--- config.mk ---
export PLATFORM = sky130hd
export DESIGN_NAME = magnitude_pipe_flat
export DESIGN_NICKNAME = d
export VERILOG_FILES = /design/src/rtl/magnitude_pkg.sv /design/src/rtl/magnitude_pipe_if.sv /design/src/rtl/magnitude_pipe_abs_sat.sv /design/src/rtl/magnitude_pipe.sv /design/src/flat_wrapper.sv
export SDC_FILE = /design/constraint.sdc
export NUM_CORES = 1
export LEC_CHECK = 0
export CAP_MARGIN = 0
export CORE_MARGIN = 2
export CORE_UTILIZATION = 47
export CTS_BUF_LIST = sky130_fd_sc_hd__clkbuf_4 sky130_fd_sc_hd__clkbuf_8 sky130_fd_sc_hd__clkbuf_16
export DETAILED_ROUTE_END_ITERATION = 7
export HOLD_SLACK_MARGIN = 0.03
export PLACE_DENSITY = 0.8
export SKIP_LAST_GASP = 1
export SLEW_MARGIN = 20
export SYNTH_ARGS = -nofsm -noshare
export SYNTH_HDL_FRONTEND = slang
export SYNTH_HIERARCHICAL = 1
export SYNTH_SLANG_ARGS = --single-unit
--- constraint.sdc ---
create_clock -name clk -period 2 [get_ports clk]
set_clock_uncertainty 0.2 [all_clocks]
set_input_delay 0.4 -clock clk [delete_from_list [all_inputs] [get_ports clk]]
set_output_delay 0.4 -clock clk [all_outputs]
set_load 0.01 [all_outputs]
--- src/rtl/magnitude_pkg.sv ---
// Shared definitions for the magnitude pipeline: default widths and the sample-mode encoding.
package magnitude_pkg;
    localparam int MAG_IN_WIDTH  = 17;
    localparam int MAG_OUT_WIDTH = 16;

    typedef enum logic {
        MODE_UNSIGNED = 1'b0,
        MODE_SIGNED   = 1'b1
    } mag_mode_t;
endpackage

--- src/rtl/magnitude_pipe_if.sv ---
// Sample-in / magnitude-out stream bundle for magnitude_pipe.
// The upstream/downstream side uses the master modport, and the pipeline uses the slave modport.
interface magnitude_pipe_if
    import magnitude_pkg::*;
#(
    parameter int IN_WIDTH  = MAG_IN_WIDTH,
    parameter int OUT_WIDTH = MAG_OUT_WIDTH
);
    logic                 signed_mode;
    logic [IN_WIDTH-1:0]  in_data;
    logic                 in_valid;
    logic                 in_ready;
    logic [OUT_WIDTH-1:0] out_data;
    logic                 out_sat;
    logic                 out_valid;
    logic                 out_ready;

    modport master (
        output signed_mode, in_data, in_valid, out_ready,
        input  in_ready, out_data, out_sat, out_valid
    );

    modport slave (
        input  signed_mode, in_data, in_valid, out_ready,
        output in_ready, out_data, out_sat, out_valid
    );
endinterface

--- src/rtl/magnitude_pipe_abs_sat.sv ---
// Combinational clip of an IN_WIDTH-bit magnitude to OUT_WIDTH bits, with a clip flag.
module abs_sat
    import magnitude_pkg::*;
#(
    parameter int IN_WIDTH  = MAG_IN_WIDTH,
    parameter int OUT_WIDTH = MAG_OUT_WIDTH
) (
    input  logic [IN_WIDTH-1:0]  mag_i,
    output logic [OUT_WIDTH-1:0] data_o,
    output logic                 sat_o
);
    logic over;

    // When the widths are equal, there are no upper bits that could overflow.
    generate
        if (OUT_WIDTH < IN_WIDTH) begin : g_clip
            assign over = |mag_i[IN_WIDTH-1:OUT_WIDTH];
        end else begin : g_fit
            assign over = 1'b0;
        end
    endgenerate

    generate
        for (genvar gi = 0; gi < OUT_WIDTH; gi++) begin : g_bit
            assign data_o[gi] = mag_i[gi] | over;
        end
    endgenerate

    assign sat_o = over;
endmodule

--- src/rtl/magnitude_pipe.sv ---
// Two-stage streaming |x| with saturation to OUT_WIDTH and full backpressure.
// Defining MAGNITUDE_PEAK_EN adds a running peak register on the emitted magnitudes.
module magnitude_pipe
    import magnitude_pkg::*;
#(
    parameter int IN_WIDTH  = MAG_IN_WIDTH,
    parameter int OUT_WIDTH = MAG_OUT_WIDTH
) (
    input  logic                 clk,
    input  logic                 rst,
    magnitude_pipe_if.slave      bus,
    input  logic                 peak_clr,
    output logic [OUT_WIDTH-1:0] peak_mag
);
    mag_mode_t            in_mode;
    logic [IN_WIDTH-1:0]  in_mag;
    logic                 in_ready_w;
    logic                 in_fire;
    logic                 out_fire;
    logic                 s2_load;
    logic [OUT_WIDTH-1:0] sat_data;
    logic                 sat_flag;

    logic                 s1_valid_q, s1_valid_d;
    logic [IN_WIDTH-1:0]  s1_mag_q, s1_mag_d;
    logic                 out_valid_q, out_valid_d;
    logic [OUT_WIDTH-1:0] out_data_q, out_data_d;
    logic                 out_sat_q, out_sat_d;

    assign in_mode = mag_mode_t'(bus.signed_mode);
    // The S1 register is IN_WIDTH bits wide, so negating the most-negative value yields 2^(IN_WIDTH-1) with no wrap.
    assign in_mag  = (in_mode == MODE_SIGNED && bus.in_data[IN_WIDTH-1])
                     ? (~bus.in_data + IN_WIDTH'(1)) : bus.in_data;

    assign s2_load    = s1_valid_q && (!out_valid_q || bus.out_ready);
    assign in_ready_w = !s1_valid_q || s2_load;
    assign in_fire    = bus.in_valid && in_ready_w;
    assign out_fire   = out_valid_q && bus.out_ready;

    abs_sat #(
        .IN_WIDTH (IN_WIDTH),
        .OUT_WIDTH(OUT_WIDTH)
    ) u_abs_sat (
        .mag_i (s1_mag_q),
        .data_o(sat_data),
        .sat_o (sat_flag)
    );

    always_comb begin
        s1_valid_d  = s1_valid_q;
        s1_mag_d    = s1_mag_q;
        out_valid_d = out_valid_q;
        out_data_d  = out_data_q;
        out_sat_d   = out_sat_q;
        if (out_fire) begin
            out_valid_d = 1'b0;
        end
        if (s2_load) begin
            out_valid_d = 1'b1;
            out_data_d  = sat_data;
            out_sat_d   = sat_flag;
            s1_valid_d  = 1'b0;
        end
        if (in_fire) begin
            s1_valid_d = 1'b1;
            s1_mag_d   = in_mag;
        end
    end

    always_ff @(posedge clk or posedge rst) begin
        if (rst) begin
            s1_valid_q  <= 1'b0;
            s1_mag_q    <= '0;
            out_valid_q <= 1'b0;
            out_data_q  <= '0;
            out_sat_q   <= 1'b0;
        end else begin
            s1_valid_q  <= s1_valid_d;
            s1_mag_q    <= s1_mag_d;
            out_valid_q <= out_valid_d;
            out_data_q  <= out_data_d;
            out_sat_q   <= out_sat_d;
        end
    end

    assign bus.in_ready  = in_ready_w;
    assign bus.out_valid = out_valid_q;
    assign bus.out_data  = out_data_q;
    assign bus.out_sat   = out_sat_q;

`ifdef MAGNITUDE_PEAK_EN
    logic [OUT_WIDTH-1:0] peak_q, peak_d;

    // A clear coinciding with an emit restarts the peak from that emitted value.
    always_comb begin
        peak_d = peak_q;
        if (peak_clr) begin
            peak_d = out_fire ? out_data_q : '0;
        end else if (out_fire && (out_data_q > peak_q)) begin
            peak_d = out_data_q;
        end
    end

    always_ff @(posedge clk or posedge rst) begin
        if (rst) begin
            peak_q <= '0;
        end else begin
            peak_q <= peak_d;
        end
    end

    assign peak_mag = peak_q;
`else
    logic peak_clr_unused;
    assign peak_clr_unused = peak_clr;
    assign peak_mag        = '0;
`endif
endmodule

--- src/flat_wrapper.sv ---
// flat-port wrapper written by rule: the top's interface ports become plain ports
module magnitude_pipe_flat import magnitude_pkg::*;
#(
    parameter int IN_WIDTH  = MAG_IN_WIDTH,
    parameter int OUT_WIDTH = MAG_OUT_WIDTH
)
  (clk, rst, peak_clr, peak_mag, bus_signed_mode, bus_in_data, bus_in_valid, bus_out_ready, bus_in_ready, bus_out_data, bus_out_sat, bus_out_valid);
  magnitude_pipe_if #(.IN_WIDTH(IN_WIDTH), .OUT_WIDTH(OUT_WIDTH)) bus_i ();
  input  logic clk;
  input  logic rst;
  input  logic peak_clr;
  output logic [OUT_WIDTH-1:0] peak_mag;
  input wire logic [$bits(bus_i.signed_mode)-1:0] bus_signed_mode;
  input wire logic [$bits(bus_i.in_data)-1:0] bus_in_data;
  input wire logic [$bits(bus_i.in_valid)-1:0] bus_in_valid;
  input wire logic [$bits(bus_i.out_ready)-1:0] bus_out_ready;
  output wire logic [$bits(bus_i.in_ready)-1:0] bus_in_ready;
  output wire logic [$bits(bus_i.out_data)-1:0] bus_out_data;
  output wire logic [$bits(bus_i.out_sat)-1:0] bus_out_sat;
  output wire logic [$bits(bus_i.out_valid)-1:0] bus_out_valid;
  assign bus_i.signed_mode = bus_signed_mode;
  assign bus_i.in_data = bus_in_data;
  assign bus_i.in_valid = bus_in_valid;
  assign bus_i.out_ready = bus_out_ready;
  assign bus_in_ready = bus_i.in_ready;
  assign bus_out_data = bus_i.out_data;
  assign bus_out_sat = bus_i.out_sat;
  assign bus_out_valid = bus_i.out_valid;
  magnitude_pipe #(.IN_WIDTH(IN_WIDTH), .OUT_WIDTH(OUT_WIDTH)) u_core (.clk(clk), .rst(rst), .bus(bus_i), .peak_clr(peak_clr), .peak_mag(peak_mag));
endmodule
# == Word level (Yosys, flattened, before mapping) ==
# Index checks and enable logic that the tools add are counted.
# word_totals
reg_bits,36
input_bits,23
out_inout_bits,35
wordCells,38
# op_classes
addsub,1
mux,5
bitwise,17
n_reduce_logical,10
# ops
op,n
$add A17 B1 Y17 const B,1
$mux W17,1
$not A17 Y17,1
$or A1 B1 Y1,16
$logic_and A1 B1 Y1,4
$mux W1,4
$reduce_bool A2 Y1,2
$logic_not A1 Y1,2
$logic_or A1 B1 Y1,2

# == Longest topological paths before layout ==
# logic_depth
depth_word,6
ltp_mapped,6

# == By module ==
# The synthesis kept the hierarchy.
# modules_own_cells
mod,n_inst,cells_per_inst,area_each_um2,seq_area_each_um2
magnitude_pipe,1,172,1854.3,900.9
abs_sat,1,18,118.9,0.0

# == Worst setup path after synthesis ==
# OpenSTA, ideal clock, no wires.
# synth_path
kind,input to register
start,in bus_in_data[0]
end,reg u_core.s1_mag_q[16]
setup_time_ns,0.082
t_arrival_ns,1.464
required_ns,1.718
slack_ns,0.254
cell_stages,6
n_path_buf,0
cell_sequence,inv_1 > ha_1 > nor3b_4 > nand4_1 > or3b_1 > a31oi_1
# synth_between
elab_chain_cells,3
# synth_rtl
element,line_no,text
from (decl),flat_wrapper.sv:14,input wire logic [$bits(bus_i.in_data)-1:0] bus_in_data;
$not A17 Y17,magnitude_pipe.sv:33,? (~bus.in_data + IN_WIDTH'(1)) : bus.in_data;
$add A17 B1 Y17,magnitude_pipe.sv:33,
$mux W17,magnitude_pipe.sv:33,
to (signal assigned),magnitude_pipe.sv:79,s1_mag_q <= s1_mag_d;
to (decl),magnitude_pipe.sv:25,"logic [IN_WIDTH-1:0] s1_mag_q, s1_mag_d;"
# Every way passes these cells.
# A chain may end at the register's enable or synchronous reset.

# == Worst setup path after layout ==
# layout_path
start,in bus_in_data[0]
end,reg u_core.s1_mag_q[14]
# The elaborated chain is that of the path after synthesis.

==> summary.txt <==
GRT
  • Initial antenna violation count: 0
  • Pin count of the biggest net entering global routing: 37
  • Global route total overflow: 0
  • First-pass GRT wire length: 6400 um
  • Vias in the first global route: 1436
  • GRT Util Overall: 18.6%

Drt
  • Vias: 1539
  • 1st-iter DRT viols: 87
  • 1st-pass router iterations: 4
  • ANT nets after route: 0
  • DR DRC count: 0
  • Post-Route WL: 3880 um
  • Via density: 5.03
  • Wire per inst: 12.7 um

Critical path
  • Reg-to-reg endpoint: u_core/s1_mag_q[15]$_DFFE_PP0P_
  • Slowest stage cell, crit path: clkdlybuf4s50_1
  • Crit-path cells: clkdlybuf4s50_1 -> inv_1 -> ha_2 -> nor3b_4 -> and4_2 -> or3_1 -> a31oi_1
  • Slowest cell delay on critical path: 0.49 ns
  • Critical path type: input port to flop
  • WP data required: 2.01 ns
  • Worst setup path startpoint: bus_in_data[0]
  • Register-to-Register Setup Slack: 0.48 ns
  • Depth of the worst register-to-register path: 6
  • Type of origin of the critical path: input port
  • Highest net fanout along the worst path: 3
  • Arrival time at the worst endpoint: 1.98 ns
  • Critical Path End Type: flop
  • FF-to-FF Start: u_core/bus.out_valid$_DFFE_PP0P_

Timing
  • Setup WS post-layout: 0.0330 ns
  • Final-report setup violation count: 0
  • Setup repair after global routing missed its margin: true
  • Fin crit share: 98.4%
  • Max-slew violation count: 0
  • Post-layout min period: 1.97 ns
  • Fmax: 508 MHz
  • Hold Fails Final Rpt: 0
  • Setup TNS: 0 ns
  • Hold slack final: 0.270 ns

Power and ir drop
  • NetSw: 0.597 mW
  • Share of power burned in the clock network: 22.7%
  • Sequential Power Share: 45.3%
  • PD cells: 816 nW/um^2
  • VDD IR max: 0.310 mV
  • Int Pwr: 1.55 mW
  • Final Power: 2.15 mW
  • Switching share of total power: 27.8%
  • Comb power frac: 32.1%
  • Leak: 1.13 nW

Synth
  • Avg Inst Size Synth: 10.4 um^2
  • Area contributors post-synth: dfrtp_1, mux2_2, buf_4
  • Mapped Area: 1970 um^2
  • Seq/Total Area, Yosys: 45.7%
  • Synth Instances: 190
  • Yosys cell types: 38
  • Seq cells post-synth: 36
  • Synth Flop Type: dfrtp_1
  • Synth top area share: 45.7%
  • Cell taking the most area after synthesis: dfrtp_1
  • Ys Warns: 6
  • Ys async rst share: 100%
  • Post-synth EDFFs: 0

Floorplanning
  • Die extent in x: 68.8 um
  • Die area: 4730 um^2
  • Row Count: 23
  • CORE AREA: 4030 um^2
  • Initial core utilization: 49.0%
  • Die height: 68.8 um
  • I/O pins: 58

Place
  • Post-DP HPWL: 2840 um
  • I/O Buffers: 40
  • Global placer's final weighted congestion: 0.833
  • Pre-CTS WS: -0.280 ns

CTS
  • CTS Hold Bufs: 0
  • CTS Sinks: 36
  • Num CTS Buffers: 5
  • Skew-Pair Late Insertion Delay: 0.28 ns
  • Clock Tree Buf Depth: 2
  • Htree depth: 2
  • Root buffer cell: clkbuf_8
  • CTS tree: done
  • Clock slew at the register clock pins of the worst setup and hold paths: 0.07 ns

Min path
  • WHS Path Cells: 2
  • Hold path start: u_core/s1_mag_q[1]$_DFFE_PP0P_
  • Endpoint, Worst Hold: u_core/s1_mag_q[1]$_DFFE_PP0P_
  • Hold Path Class: flop to flop

Cells and area
  • Final Util: 65.4%
  • Area grow syn2layout: 33.5%
  • Final net count: 280
  • Layout cell share with drive strength beyond 1: 23.0%
  • Most frequent cells in the layout: clkdlybuf4s50_1, dfrtp_1, buf_4, mux2_2, nand2_1
  • N_diodes: 0
  • Most common library cell in the layout ignoring fill and taps: clkdlybuf4s50_1

Outcome
  • Status: complete, no violations

Run
  • Max-cap check violation count: 0
-- flip-flops by register name, summed over array words and instances, names as in the netlist --
| name | cells |
|---|---|
| u_core/bus.out_data | 16 |
| u_core/bus.out_sat | 1 |
| u_core/bus.out_valid | 1 |
| u_core/s1_mag_q | 17 |
| u_core/s1_valid_q | 1 |
-- synthesized netlist by cell type (3+ instances only) --
cell type / instances
or2_1: 16
nand2b_1: 4
o21ai_0: 14
nand3_1: 3
nor2_1: 6
dfrtp_1: 36
a31oi_1: 5
buf_2: 3
buf_4: 17
a21oi_1: 3
nand4_1: 3
xnor2_1: 10
inv_1: 6
nand2_1: 17
mux2_2: 18
-- final cells by class --
type	instances	area, um^2
multi-input cells	140	953
inverters	6	22.5
clock buffers	6	76.3
clock inverters	1	5.00
fillers	330	1390
well taps	50	62.6
repair buffers	67	614
flip-flops and latches	36	901
-- stage by stage --
stage          cells  area, um^2
2_1_floorplan    205        2030
3_3_place_gp     299        2550
3_5_place_dp     299        2550
4_1_cts          306        2630
5_1_grt          306        2640
6_report         306        2640
-- layer usage --
layer  part of all wire, %  vias up  track usage, %
li1                      -      754               -
met1                    43      722            22.7
met2                    49       54            30.8
met3                   5.6        9            4.22
met4                   2.4        0            9.31
met5                     0        -               0
-- power by group through the flow --
stage               logic [mW]  registers (mW)  clock network, mW
floorplan                0.313            1.02                  0
global placement         0.676           0.980                  0
detailed placement       0.693           0.987                  0
CTS                      0.697           0.975              0.501
global route             0.760           0.998              0.533
finish                   0.690           0.974              0.487
-- critical path: cells and delay by family --
kind                       cells  cell delay (ns)
AOI/OAI and AO/OA              1             0.16
adders and majority gates      1             0.19
buffers and inverters          2             0.55
and+or+nand+nor                3             0.67
-- worst max path at each step --
stage,slack (ns),to,cells after the start
after floorplan,0.25,u_core/s1_mag_q[16]$_DFFE_PP0P_,6
after global placement,-0.26,u_core/s1_mag_q[14]$_DFFE_PP0P_,7
after detailed placement,-0.28,u_core/s1_mag_q[14]$_DFFE_PP0P_,7
after CTS,0.003,u_core/s1_mag_q[14]$_DFFE_PP0P_,7
after global routing,-0.01,u_core/s1_mag_q[14]$_DFFE_PP0P_,7
final,0.03,u_core/s1_mag_q[14]$_DFFE_PP0P_,7
-- kinds of logic (layout without fill, tap and decap cells) --
kind of cell | count (synthesis) | after routing | share of synthesized area (%)
AOI/OAI and AO/OA | 27 | 27 | 7.99
DFF | 36 | 36 | 45.7
and+or+nand+nor | 65 | 65 | 20.0
xor gates and xnor gates | 11 | 11 | 4.88
adders and majority gates | 1 | 1 | 0.634
other | 1 | 16 | 0.190
buffers and inverters | 29 | 80 | 9.32
muxes | 20 | 20 | 11.3
-- what timing repair did --
action	CTS	global route
resized for setup	1	2
buffers inserted	0	0
endpoints found under the setup margin	1	8
pin swaps	0	3
No activity file was read; power rests on OpenSTA's default activity.
